`src/rtl/dvs_polarity_filter_ctrl.sv`:
```
// Polarity filter between the DVS decoder and the RAVENS injector: one output register,
// 1-cycle accept-to-output latency; mode changes wait for the register to drain.
module dvs_polarity_filter_ctrl #(
  parameter int         X_WIDTH    = 8,
  parameter int         Y_WIDTH    = 8,
  parameter int         CNT_WIDTH  = 16,
  parameter logic [1:0] RESET_MODE = 2'b00
) (
  input  logic                 clk,
  input  logic                 rst_n,
  input  logic                 cfg_valid,
  input  logic [1:0]           cfg_mode,
  output logic                 cfg_ready,
  input  logic                 in_valid,
  output logic                 in_ready,
  input  logic [X_WIDTH-1:0]   in_x,
  input  logic [Y_WIDTH-1:0]   in_y,
  input  logic                 in_polarity,
  output logic                 out_valid,
  input  logic                 out_ready,
  output logic [X_WIDTH-1:0]   out_x,
  output logic [Y_WIDTH-1:0]   out_y,
  output logic                 out_polarity,
  output logic [1:0]           mode,
  output logic [CNT_WIDTH-1:0] pass_count,
  output logic [CNT_WIDTH-1:0] drop_count,
  output logic                 busy
);

  typedef enum logic [1:0] {RUN, DRAIN, UPDATE} state_t;

  localparam logic [CNT_WIDTH-1:0] CNT_MAX = {CNT_WIDTH{1'b1}};

  state_t               state_q, state_d;
  logic [1:0]           mode_q, mode_d;
  logic                 out_valid_q, out_valid_d;
  logic [X_WIDTH-1:0]   out_x_q, out_x_d;
  logic [Y_WIDTH-1:0]   out_y_q, out_y_d;
  logic                 out_pol_q, out_pol_d;
  logic [CNT_WIDTH-1:0] pass_q, pass_d;
  logic [CNT_WIDTH-1:0] drop_q, drop_d;

  logic drop;
  logic accept;
  logic pass_load;

  assign drop = (mode_q == 2'b11) | ((mode_q == 2'b01) & ~in_polarity) |
                ((mode_q == 2'b10) & in_polarity);

  always_comb begin
    state_d     = state_q;
    mode_d      = mode_q;
    out_valid_d = out_valid_q;
    out_x_d     = out_x_q;
    out_y_d     = out_y_q;
    out_pol_d   = out_pol_q;
    pass_d      = pass_q;
    drop_d      = drop_q;

    in_ready  = (state_q == RUN) & ~cfg_valid & (~out_valid_q | out_ready);
    accept    = in_valid & in_ready;
    pass_load = accept & ~drop;

    case (state_q)
      RUN:     if (cfg_valid) state_d = DRAIN;
      DRAIN:   if (!out_valid_q || out_ready) state_d = UPDATE;
      UPDATE:  state_d = RUN;
      default: state_d = RUN;
    endcase

    // A pop and a load in the same cycle keep the register full for full throughput.
    if (pass_load) begin
      out_valid_d = 1'b1;
      out_x_d     = in_x;
      out_y_d     = in_y;
      out_pol_d   = in_polarity;
    end else if (out_valid_q && out_ready) begin
      out_valid_d = 1'b0;
    end

    if (state_q == DRAIN && state_d == UPDATE) begin
      mode_d = cfg_mode;
      pass_d = '0;
      drop_d = '0;
    end else if (accept) begin
      if (!drop && pass_q != CNT_MAX) pass_d = pass_q + CNT_WIDTH'(1);
      if (drop && drop_q != CNT_MAX)  drop_d = drop_q + CNT_WIDTH'(1);
    end
  end

  always_ff @(posedge clk) begin
    if (!rst_n) begin
      state_q     <= RUN;
      mode_q      <= RESET_MODE;
      out_valid_q <= 1'b0;
      out_x_q     <= '0;
      out_y_q     <= '0;
      out_pol_q   <= 1'b0;
      pass_q      <= '0;
      drop_q      <= '0;
    end else begin
      state_q     <= state_d;
      mode_q      <= mode_d;
      out_valid_q <= out_valid_d;
      out_x_q     <= out_x_d;
      out_y_q     <= out_y_d;
      out_pol_q   <= out_pol_d;
      pass_q      <= pass_d;
      drop_q      <= drop_d;
    end
  end

  assign cfg_ready    = (state_q == UPDATE);
  assign busy         = (state_q != RUN);
  assign out_valid    = out_valid_q;
  assign out_x        = out_x_q;
  assign out_y        = out_y_q;
  assign out_polarity = out_pol_q;
  assign mode         = mode_q;
  assign pass_count   = pass_q;
  assign drop_count   = drop_q;

endmodule
```
`config.mk`:
```
export PLATFORM = sky130hd
export DESIGN_NAME = dvs_polarity_filter_ctrl
export DESIGN_NICKNAME = d
export VERILOG_FILES = /design/src/rtl/dvs_polarity_filter_ctrl.sv
export SDC_FILE = /design/constraint.sdc
export NUM_CORES = 1
export LEC_CHECK = 0
export CORE_MARGIN = 1
export CORE_UTILIZATION = 45
export CTS_BUF_LIST = sky130_fd_sc_hd__clkbuf_16
export CTS_CLUSTER_DIAMETER = 120
export CTS_CLUSTER_SIZE = 25
export DETAILED_ROUTE_END_ITERATION = 12
export PLACE_DENSITY_LB_ADDON = 0.25
export REMOVE_ABC_BUFFERS = 1
export SKIP_LAST_GASP = 1
export SYNTH_ARGS = -nofsm -noshare
export SYNTH_HDL_FRONTEND = slang
export SYNTH_SLANG_ARGS = --single-unit
```
`constraint.sdc`:
```
create_clock -name clk -period 2.6 [get_ports clk]
set_input_delay 0.52 -clock clk [delete_from_list [all_inputs] [get_ports clk]]
set_output_delay 0.52 -clock clk [all_outputs]
set_load 0.03 [all_outputs]
```
==> impl_metrics.env, run 1 <==
export IMPL_outcome="finished, final reports clean"
export IMPL_grt_first_pass_wirelength_mm=10.6
export IMPL_cts_root_buf="clkbuf_16"
export IMPL_rows=27
export IMPL_wire_per_inst_um=13.6
export IMPL_cts_buffers=5
export IMPL_drv_slew=0
export IMPL_worstMarginPinSlew_ns=0.648
export IMPL_ys_seq_elements=54
export IMPL_hold_viol=0
export IMPL_wirelength_mm=6.31
export IMPL_die_area_um2=5970
export IMPL_dp_final_hpwl_mm=4.31
export IMPL_postRouteAntennaNets=0
export IMPL_worstPathMaxFanout=9
export IMPL_insertion_delay_ns=0.29
export IMPL_num_vias=2615
export IMPL_rr_worst_depth=4
export IMPL_htree_num_levels=2
export IMPL_dieWidth_um=77.3
export IMPL_gr_total_overflow=0
export IMPL_grt_pass1_vias=2449
export IMPL_boundaryPins=79
export IMPL_ctsLongestPathBuffers=2
export IMPL_hold_class="reg -> reg"
export IMPL_route_detailed_drc=0
export IMPL_cp_start_kind="input port"
export IMPL_pre_cts_ws_ns=-0.263
export IMPL_rsz0062_at_grt="no"
export IMPL_clkTransAtPathRegs_ns=0.07
export IMPL_fin_crit_sh=0.967
export IMPL_crit_start="in_valid"
export IMPL_worstSetupPathType="in -> reg"
export IMPL_cts_sinks=54
export IMPL_diodes=0
export IMPL_start_util=0.466
export IMPL_synthCells=312
export IMPL_min_period_ns=2.51
export IMPL_layout_drive_gt1_share=0.0665
export IMPL_fillers=461
export IMPL_coreArea_um2=5470
export IMPL_firstDrtPassIters=4
export IMPL_slew_headroom=0.568
export IMPL_ys_warn_count=0
export IMPL_fmax_mhz=398
export IMPL_finalClockSkew_ns=0.00426
export IMPL_ys_seq_area_frac=0.424
export IMPL_critPathRequiredTime_ns=2.82
export IMPL_peakVddDrop_uv=357
export IMPL_track_usage=0.214
export IMPL_place_congestion=0.833
export IMPL_detail_route_iter0_violations=98
export IMPL_grt_antenna_before_repair=0
export IMPL_min_path_cells=2
export IMPL_hp_start="out_x[3]$_SDFFE_PN0P_"
export IMPL_grt_max_degree=26
export IMPL_num_nets_final=416
export IMPL_die_height_um=77.3
export IMPL_layout_setup_ws_ns=0.0855
export IMPL_cellLeakagePower_nw=1.18
export IMPL_mappedNetlistArea_um2=2550
export IMPL_syn_area_per_cell_um2=8.17
export IMPL_yosysUniqueCellTypes=32
export IMPL_end_kind="register"
export IMPL_worstHoldEndpoint="out_x[3]$_SDFFE_PN0P_"
export IMPL_io_buffers=78
export IMPL_drv_cap=0
export IMPL_setup_viol=0
export IMPL_r2r_end="drop_count[7]$_SDFFE_PP0P_"
export IMPL_reg2reg_slack_ns=0.36
export IMPL_reg2reg_from="state_q[0]$_SDFF_PN0_"
export IMPL_tritoncts="built"
export IMPL_vias_per_cell=5.65
export IMPL_critPathArrivalTime_ns=2.73
export IMPL_area_delta_synth_final_pct=42.5
export IMPL_utilization=0.664
export IMPL_p_per_area_nw_per_um2=510
[Yosys cell counts]
cell type  count  area [um2]
and4_1         9        78.8
or2_2          1        6.26
o41ai_1        1        8.76
nand4_1        8        50.1
and2b_1        1        7.51
nor4_1         7        43.8
nand2_1       54         203
o31ai_1       17         128
nor4b_1        2        17.5
a31o_2         1        8.76
nand2b_1       9        56.3
nor3b_1        1        7.51
o21ai_0        4        20.0
nand3_1       22         110
or3_1          3        18.8
nor2b_1        2        12.5
buf_2          1        5.00
o21a_1         2        15.0
dfxtp_1       54        1080
and3_1         4        25.0
nor2_1         2        7.51
or4_1         19         143
nor3_1         5        25.0
inv_1          5        18.8
mux2_2         1        11.3
o211ai_1       1        7.51
mux2i_1       10         100
clkbuf_1      18        67.6
a21oi_1       44         220
ha_1           2        25.0
and2_1         1        6.26
or4b_4         1        13.8
[critical path: stages]
cell and delay [ns]:
clkdlybuf4s50_1 0.48, or4b_4 0.47, or4_4 0.59, or4_1 0.50
a21oi_1 0.16
[registers in the layout (all words and copies together), names as in the netlist]
register,count
out_polarity,1
state_q,2
out_y,8
mode,2
pass_count,16
drop_count,16
out_valid,1
out_x,8
[area by class of cell]
cell class / count / area (um2) / area share
multi-input cells: 234 / 1390 / 0.381
well taps: 72 / 90.1 / 0.0248
inverters: 5 / 18.8 / 0.00517
clock inverters: 3 / 48.8 / 0.0134
flip-flops and latches: 54 / 1080 / 0.298
clock buffers: 5 / 125 / 0.0344
repair buffers: 90 / 883 / 0.243
[placed cells by master (no fill, tap or decap), drive strengths merged, types with 5 or more instances in the layout]
cell type / count
nand4: 8
nor3: 5
and4: 9
mux2i: 10
nor4: 7
a21oi: 44
clkbuf: 5
or4: 19
clkdlybuf4s50: 78
dfxtp: 54
o31ai: 17
nand3: 22
buf: 12
nand2b: 9
inv: 6
nand2: 54
[where the power goes]
part,total [mW],switching [mW],internal (mW)
logic,0.223,0.122,0.102
registers,0.859,0.0138,0.845
clock network,0.768,0.307,0.461
total,1.85,0.443,1.41
[logic make-up (layout without fill, tap and decap cells)]
kind of cell             count (synthesis)  after routing  synth area share
AO/OA/AOI/OAI                           70             70             0.160
adder cells (fa/ha/maj)                  2              2           0.00982
buffers and inverters                   24            103            0.0358
flip-flops                              54             54             0.424
multiplexers                            11             11            0.0437
AND/OR/NAND/NOR                        151            151             0.326
[worst max path at each step]
stage                                   to  slack (ns)
3_3_place_gp    drop_count[7]$_SDFFE_PP0P_       -0.22
2_1_floorplan  pass_count[15]$_SDFFE_PP0P_       -0.04
3_5_place_dp    drop_count[9]$_SDFFE_PP0P_       -0.26
4_1_cts         drop_count[7]$_SDFFE_PP0P_        0.09
5_1_grt                           in_ready        0.03
6_report        drop_count[7]$_SDFFE_PP0P_        0.09
[routing by layer]
metal  global-route usage  up-vias  share of wire
li1                     -     1315              -
met1                0.252     1243           0.47
met2                0.396       49           0.49
met3               0.0321        8          0.032
met4               0.0585        0          0.010
met5                    0        -              0
[per-stage QoR]
stage / setup TNS, ns / area (um2) / hold slack, ns / power [mW] / std cells
6_report: 0 / 3630 / 0.454 / 1.85 / 463
5_1_grt: 0 / 3630 / 0.480 / 1.92 / 463
4_1_cts: 0 / 3630 / 0.456 / 1.87 / 463
3_5_place_dp: -1.29 / 3450 / 0.445 / 1.10 / 455
3_3_place_gp: -0.889 / 3450 / 0.441 / 1.10 / 455
2_1_floorplan: -0.0625 / 2480 / 0.478 / 0.985 / 293
[repair_timing]
| action | 4_1_cts | 5_1_grt |
|---|---|---|
| setup endpoints to repair | 1 | 0 |
| buffers inserted | 0 | 0 |
| hold buffers | 0 | 0 |
| resized for setup | 1 | 0 |
(Power assumes the default switching activity.)
==> inputs of run 2 (changes only) <==
Settings changed: ABC_AREA from default to 1, CAP_MARGIN from default to 15.
==> impl_metrics.env, run 2 <==
export IMPL_outcome="finished, final reports clean"
export IMPL_tritoncts="built"
export IMPL_max_stage_delay_ns=0.45
export IMPL_finalClockSkew_ns=0.00680
export IMPL_firstDrtPassIters=4
export IMPL_min_period_ns=2.08
export IMPL_synthTopCellsByArea="dfxtp_1 37%, nand2_1 14%, nor2_1 12%"
export IMPL_synthFlopType="dfxtp_1"
export IMPL_hold_viol=0
export IMPL_wire_per_inst_um=12.3
export IMPL_worstMarginPinSlew_ns=0.511
export IMPL_critPathRequiredTime_ns=2.08
export IMPL_reg2reg_slack_ns=0.81
export IMPL_ctsHoldBuffers=0
export IMPL_final_cell_mix="108 x nand2_1, 89 x nor2_1, 77 x clkdlybuf4s50_1"
export IMPL_diodes=0
export IMPL_drv_cap=0
export IMPL_cts_setup_buffers=0
export IMPL_cellLeakagePower_nw=1.49
export IMPL_die_area_um2=6740
export IMPL_utilization=0.635
export IMPL_wirelength_mm=7.14
export IMPL_critPathArrivalTime_ns=1.56
export IMPL_dp_final_hpwl_mm=5.17
export IMPL_postRouteAntennaNets=0
export IMPL_htree_num_levels=2
export IMPL_p_per_area_nw_per_um2=467
export IMPL_drv_slew=0
export IMPL_worstPathMaxFanout=4
export IMPL_layout_drive_gt1_share=0.0851
export IMPL_place_area_um2=3700
export IMPL_insertion_delay_ns=0.29
export IMPL_fin_area_um2=3850
export IMPL_synthCells=426
export IMPL_start_util=0.476
export IMPL_grt_pass1_vias=2625
export IMPL_num_nets_final=530
export IMPL_slew_headroom=0.659
export IMPL_io_buffers=78
export IMPL_final_common_cell="nand2_1"
export IMPL_place_congestion=0.817
export IMPL_area_delta_synth_final_pct=33.2
export IMPL_ys_warn_count=0
export IMPL_route_detailed_drc=0
export IMPL_boundaryPins=79
export IMPL_cts_root_buf="clkbuf_16"
export IMPL_pre_cts_ws_ns=0.314
export IMPL_dieWidth_um=82.1
export IMPL_async_flop_share=0
export IMPL_ctsLongestPathBuffers=2
export IMPL_grt_first_pass_wirelength_mm=11.8
export IMPL_detail_route_iter0_violations=167
export IMPL_rsz0062_at_grt="no"
export IMPL_gr_total_overflow=0
export IMPL_num_vias=2908
export IMPL_grt_max_degree=23
export IMPL_p_switching_mw=0.480
export IMPL_yosysUniqueCellTypes=30
export IMPL_seqPwrFrac=0.484
export IMPL_die_height_um=82.1
export IMPL_synth_top_cells_by_count="108 x nand2_1, 89 x nor2_1, 54 x dfxtp_1"
export IMPL_track_usage=0.225
export IMPL_coreArea_um2=6060
export IMPL_p_comb_frac=0.153
export IMPL_path_cells="clkdlybuf4s50_1, inv_1, nand2_1, nand3_4, inv_1, buf_4"
export IMPL_cp_start_kind="input port"
export IMPL_yosysMostFrequentCell="nand2_1"
export IMPL_fmax_mhz=481
export IMPL_synth_top_area_frac=0.375
export IMPL_fin_crit_sh=0.799
export IMPL_yosysTopAreaCell="dfxtp_1"
export IMPL_hold_class="reg -> reg"
export IMPL_cts_buffers=5
export IMPL_layout_setup_ws_ns=0.522
export IMPL_cts_sinks=54
export IMPL_crit_slowest_cell="clkdlybuf4s50_1"
export IMPL_ys_seq_elements=54
export IMPL_ys_seq_area_frac=0.375
export IMPL_clkTransAtPathRegs_ns=0.07
export IMPL_swShare=0.267
export IMPL_peakVddDrop_uv=332
export IMPL_cts_resized_gates=0
export IMPL_mappedNetlistArea_um2=2890
export IMPL_tns_ns=0
export IMPL_rows=28
export IMPL_crit_path_frequent_cell="inv_1"
export IMPL_p_clk_frac=0.364
export IMPL_synth_edf_count=0
export IMPL_syn_area_per_cell_um2=6.78
export IMPL_vias_per_cell=5.01
export IMPL_internal_power_mw=1.32
export IMPL_worstSetupPathType="in -> out"
export IMPL_grt_antenna_before_repair=0
export IMPL_finalPower_mw=1.80
export IMPL_end_kind="primary output"
export IMPL_setup_viol=0
[run 2: cell type report]
| class | count | area (um2) |
|---|---|---|
| Timing Repair Buffer | 83 | 816 |
| Tap cell | 75 | 93.8 |
| Clock inverter | 3 | 16.3 |
| Inverter | 36 | 135 |
| Clock buffer | 5 | 125 |
| Fill cell | 559 | 2210 |
| Multi-Input combinational cell | 324 | 1580 |
| Sequential cell | 54 | 1080 |
[run 2: logic make-up after synthesis]
kind of cell,Yosys count,share of synthesized area
buffers and inverters,48,0.0785
flip-flops,54,0.375
XOR/XNOR,4,0.0121
AND/OR/NAND/NOR,262,0.420
AO/OA/AOI/OAI,56,0.106
adder cells (fa/ha/maj),2,0.00867
[run 2: path summary, 6_finish.rpt]
| path | from | to | cells after the start |
|---|---|---|---|
| hold reg to reg | out_polarity$_SDFFE_PN0P_ | out_polarity$_SDFFE_PN0P_ | 2 |
| setup / recovery | out_ready | in_ready | 6 |
| hold / removal | out_polarity$_SDFFE_PN0P_ | out_polarity$_SDFFE_PN0P_ | 2 |
| setup reg to reg | pass_count[0]$_SDFFE_PP0P_ | pass_count[5]$_SDFFE_PP0P_ | 9 |
[run 2: worst max-delay path: cells and delay by family]
| kind | cells | cell delay [ns] |
|---|---|---|
| simple gates | 2 | 0.33 |
| buf+inv | 4 | 0.71 |
[run 2: power groups by stage]
stage	Combinational [mW]	Sequential, mW	Clock (mW)
final	0.274	0.870	0.654
after global routing	0.295	0.873	0.702
after CTS	0.275	0.870	0.667
after detailed placement	0.274	0.889	0
after global placement	0.271	0.888	0
after floorplan	0.100	0.934	0
[run 2: per-stage QoR]
step	std cells	hold WS (ns)
after floorplan	414	0.514
after global placement	572	0.462
after detailed placement	572	0.467
after CTS	580	0.478
after global routing	580	0.509
final	580	0.480
[run 2: metal layers]
| layer | share of wire | track usage | up-vias |
|---|---|---|---|
| li1 | - | - | 1518 |
| met1 | 0.46 | 0.272 | 1322 |
| met2 | 0.49 | 0.402 | 58 |
| met3 | 0.036 | 0.0385 | 10 |
| met4 | 0.015 | 0.0737 | 0 |
| met5 | 0 | 0 | - |
==> inputs of run 3 (changes only) <==
Clock period 2.6 ns to 2.1 ns, I/O delays scaled along.
==> impl_metrics.env, run 3 (synthesized netlist as in run 2, its figures left out) <==
export IMPL_outcome="finished, final reports clean"
export IMPL_postRouteAntennaNets=0
export IMPL_setup_viol=0
export IMPL_critPathArrivalTime_ns=1.53
export IMPL_vias_per_cell=5.05
export IMPL_p_per_area_nw_per_um2=578
export IMPL_gr_total_overflow=0
export IMPL_worstMarginPinSlew_ns=0.484
export IMPL_route_detailed_drc=0
export IMPL_rsz0062_at_grt="no"
export IMPL_hp_start="out_polarity$_SDFFE_PN0P_"
export IMPL_utilization=0.643
export IMPL_start_util=0.476
export IMPL_finalPower_mw=2.25
export IMPL_cts_root_buf="clkbuf_16"
export IMPL_cellLeakagePower_nw=1.51
export IMPL_hold_class="reg -> reg"
export IMPL_path_buf_inv=1
export IMPL_fin_crit_sh=0.927
export IMPL_io_buffers=78
export IMPL_ctsLongestPathBuffers=2
export IMPL_min_path_cells=2
export IMPL_drv_cap=0
export IMPL_boundaryPins=79
export IMPL_peakVddDrop_uv=498
export IMPL_grt_antenna_before_repair=0
export IMPL_cts_buffers=5
export IMPL_die_area_um2=6740
export IMPL_insertion_delay_ns=0.28
export IMPL_fmax_mhz=514
export IMPL_min_period_ns=1.95
export IMPL_end_kind="primary output"
export IMPL_place_congestion=0.845
export IMPL_finalClockSkew_ns=0.00501
export IMPL_num_vias=2947
export IMPL_fillers=554
export IMPL_final_cell_mix="108 x nand2_1, 89 x nor2_1, 77 x clkdlybuf4s50_1"
export IMPL_layout_drive_gt1_share=0.0925
export IMPL_htree_num_levels=2
export IMPL_firstDrtPassIters=4
export IMPL_slew_headroom=0.677
export IMPL_hold_viol=0
export IMPL_dp_final_hpwl_mm=5.27
export IMPL_clkTransAtPathRegs_ns=0.07
export IMPL_num_nets_final=533
export IMPL_grt_first_pass_wirelength_mm=12.1
export IMPL_r2r_end="pass_count[0]$_SDFFE_PP0P_"
export IMPL_cts_setup_buffers=0
export IMPL_tns_ns=0
export IMPL_dieWidth_um=82.1
export IMPL_area_delta_synth_final_pct=35.0
export IMPL_cp_start_kind="register"
export IMPL_tritoncts="built"
export IMPL_track_usage=0.228
export IMPL_worstSetupPathType="reg -> out"
export IMPL_diodes=0
export IMPL_reg2reg_slack_ns=0.33
export IMPL_rr_worst_depth=9
export IMPL_detail_route_iter0_violations=145
export IMPL_path_cells="clkdlybuf4s50_1"
export IMPL_crit_slowest_cell="clkdlybuf4s50_1"
export IMPL_final_common_cell="nand2_1"
export IMPL_cts_resized_gates=0
export IMPL_cts_sinks=54
export IMPL_ctsHoldBuffers=0
export IMPL_max_stage_delay_ns=0.73
export IMPL_cp_top_family="buffers and inverters"
export IMPL_rows=28
export IMPL_worstHoldEndpoint="out_polarity$_SDFFE_PN0P_"
export IMPL_wirelength_mm=7.17
export IMPL_coreArea_um2=6060
export IMPL_wire_per_inst_um=12.3
export IMPL_reg2reg_from="pass_count[0]$_SDFFE_PP0P_"
export IMPL_grt_max_degree=23
export IMPL_die_height_um=82.1
export IMPL_drv_slew=0
export IMPL_critPathRequiredTime_ns=1.68
export IMPL_grt_pass1_vias=2757
export IMPL_worstPathMaxFanout=7
-- run 3: how the worst max path moves through the flow --
stage	slack, ns	start	end	cells after the start
2_1_floorplan	0.20	out_valid$_SDFFE_PN0P_	mode[1]$_SDFFE_PN0P_	7
3_3_place_gp	0.13	out_ready	pass_count[13]$_SDFFE_PP0P_	10
3_5_place_dp	0.1	out_ready	pass_count[14]$_SDFFE_PP0P_	10
4_1_cts	0.15	pass_count[2]$_SDFFE_PP0P_	pass_count[2]	1
5_1_grt	0.1	pass_count[2]$_SDFFE_PP0P_	pass_count[2]	1
6_report	0.15	pass_count[2]$_SDFFE_PP0P_	pass_count[2]	1
-- run 3: cell type report --
cell class,instances,area [um2],share of cell area
flip-flops and latches,54,1080,0.277
multi-input cells,324,1580,0.405
inverters,36,135,0.0347
clock inverters,3,20.0,0.00514
repair buffers,86,863,0.222
well taps,75,93.8,0.0241
clock buffers,5,125,0.0321
-- run 3: metrics by stage --
step / std cells / hold WS (ns) / instance area, um2 / setup WS [ns]
2_1_floorplan: 414 / 0.514 / 2800 / 0.205
3_3_place_gp: 575 / 0.450 / 3750 / 0.128
3_5_place_dp: 575 / 0.456 / 3750 / 0.0993
4_1_cts: 583 / 0.469 / 3900 / 0.150
5_1_grt: 583 / 0.484 / 3900 / 0.0985
6_report: 583 / 0.468 / 3900 / 0.153
-- run 3: routing by layer --
layer | vias up | GRT usage | routed length, um
met5 | - | 0 | 0
met4 | 0 | 0.0719 | 93
met3 | 8 | 0.0374 | 302
met2 | 78 | 0.406 | 3450
met1 | 1341 | 0.279 | 3320
li1 | 1520 | - | -
-- run 3: power breakdown --
part           leakage [nW]  internal (mW)  total [mW]  switching (mW)
logic                  1.01          0.149       0.353           0.205
registers             0.438           1.06        1.08          0.0214
clock network        0.0679          0.443       0.823           0.380
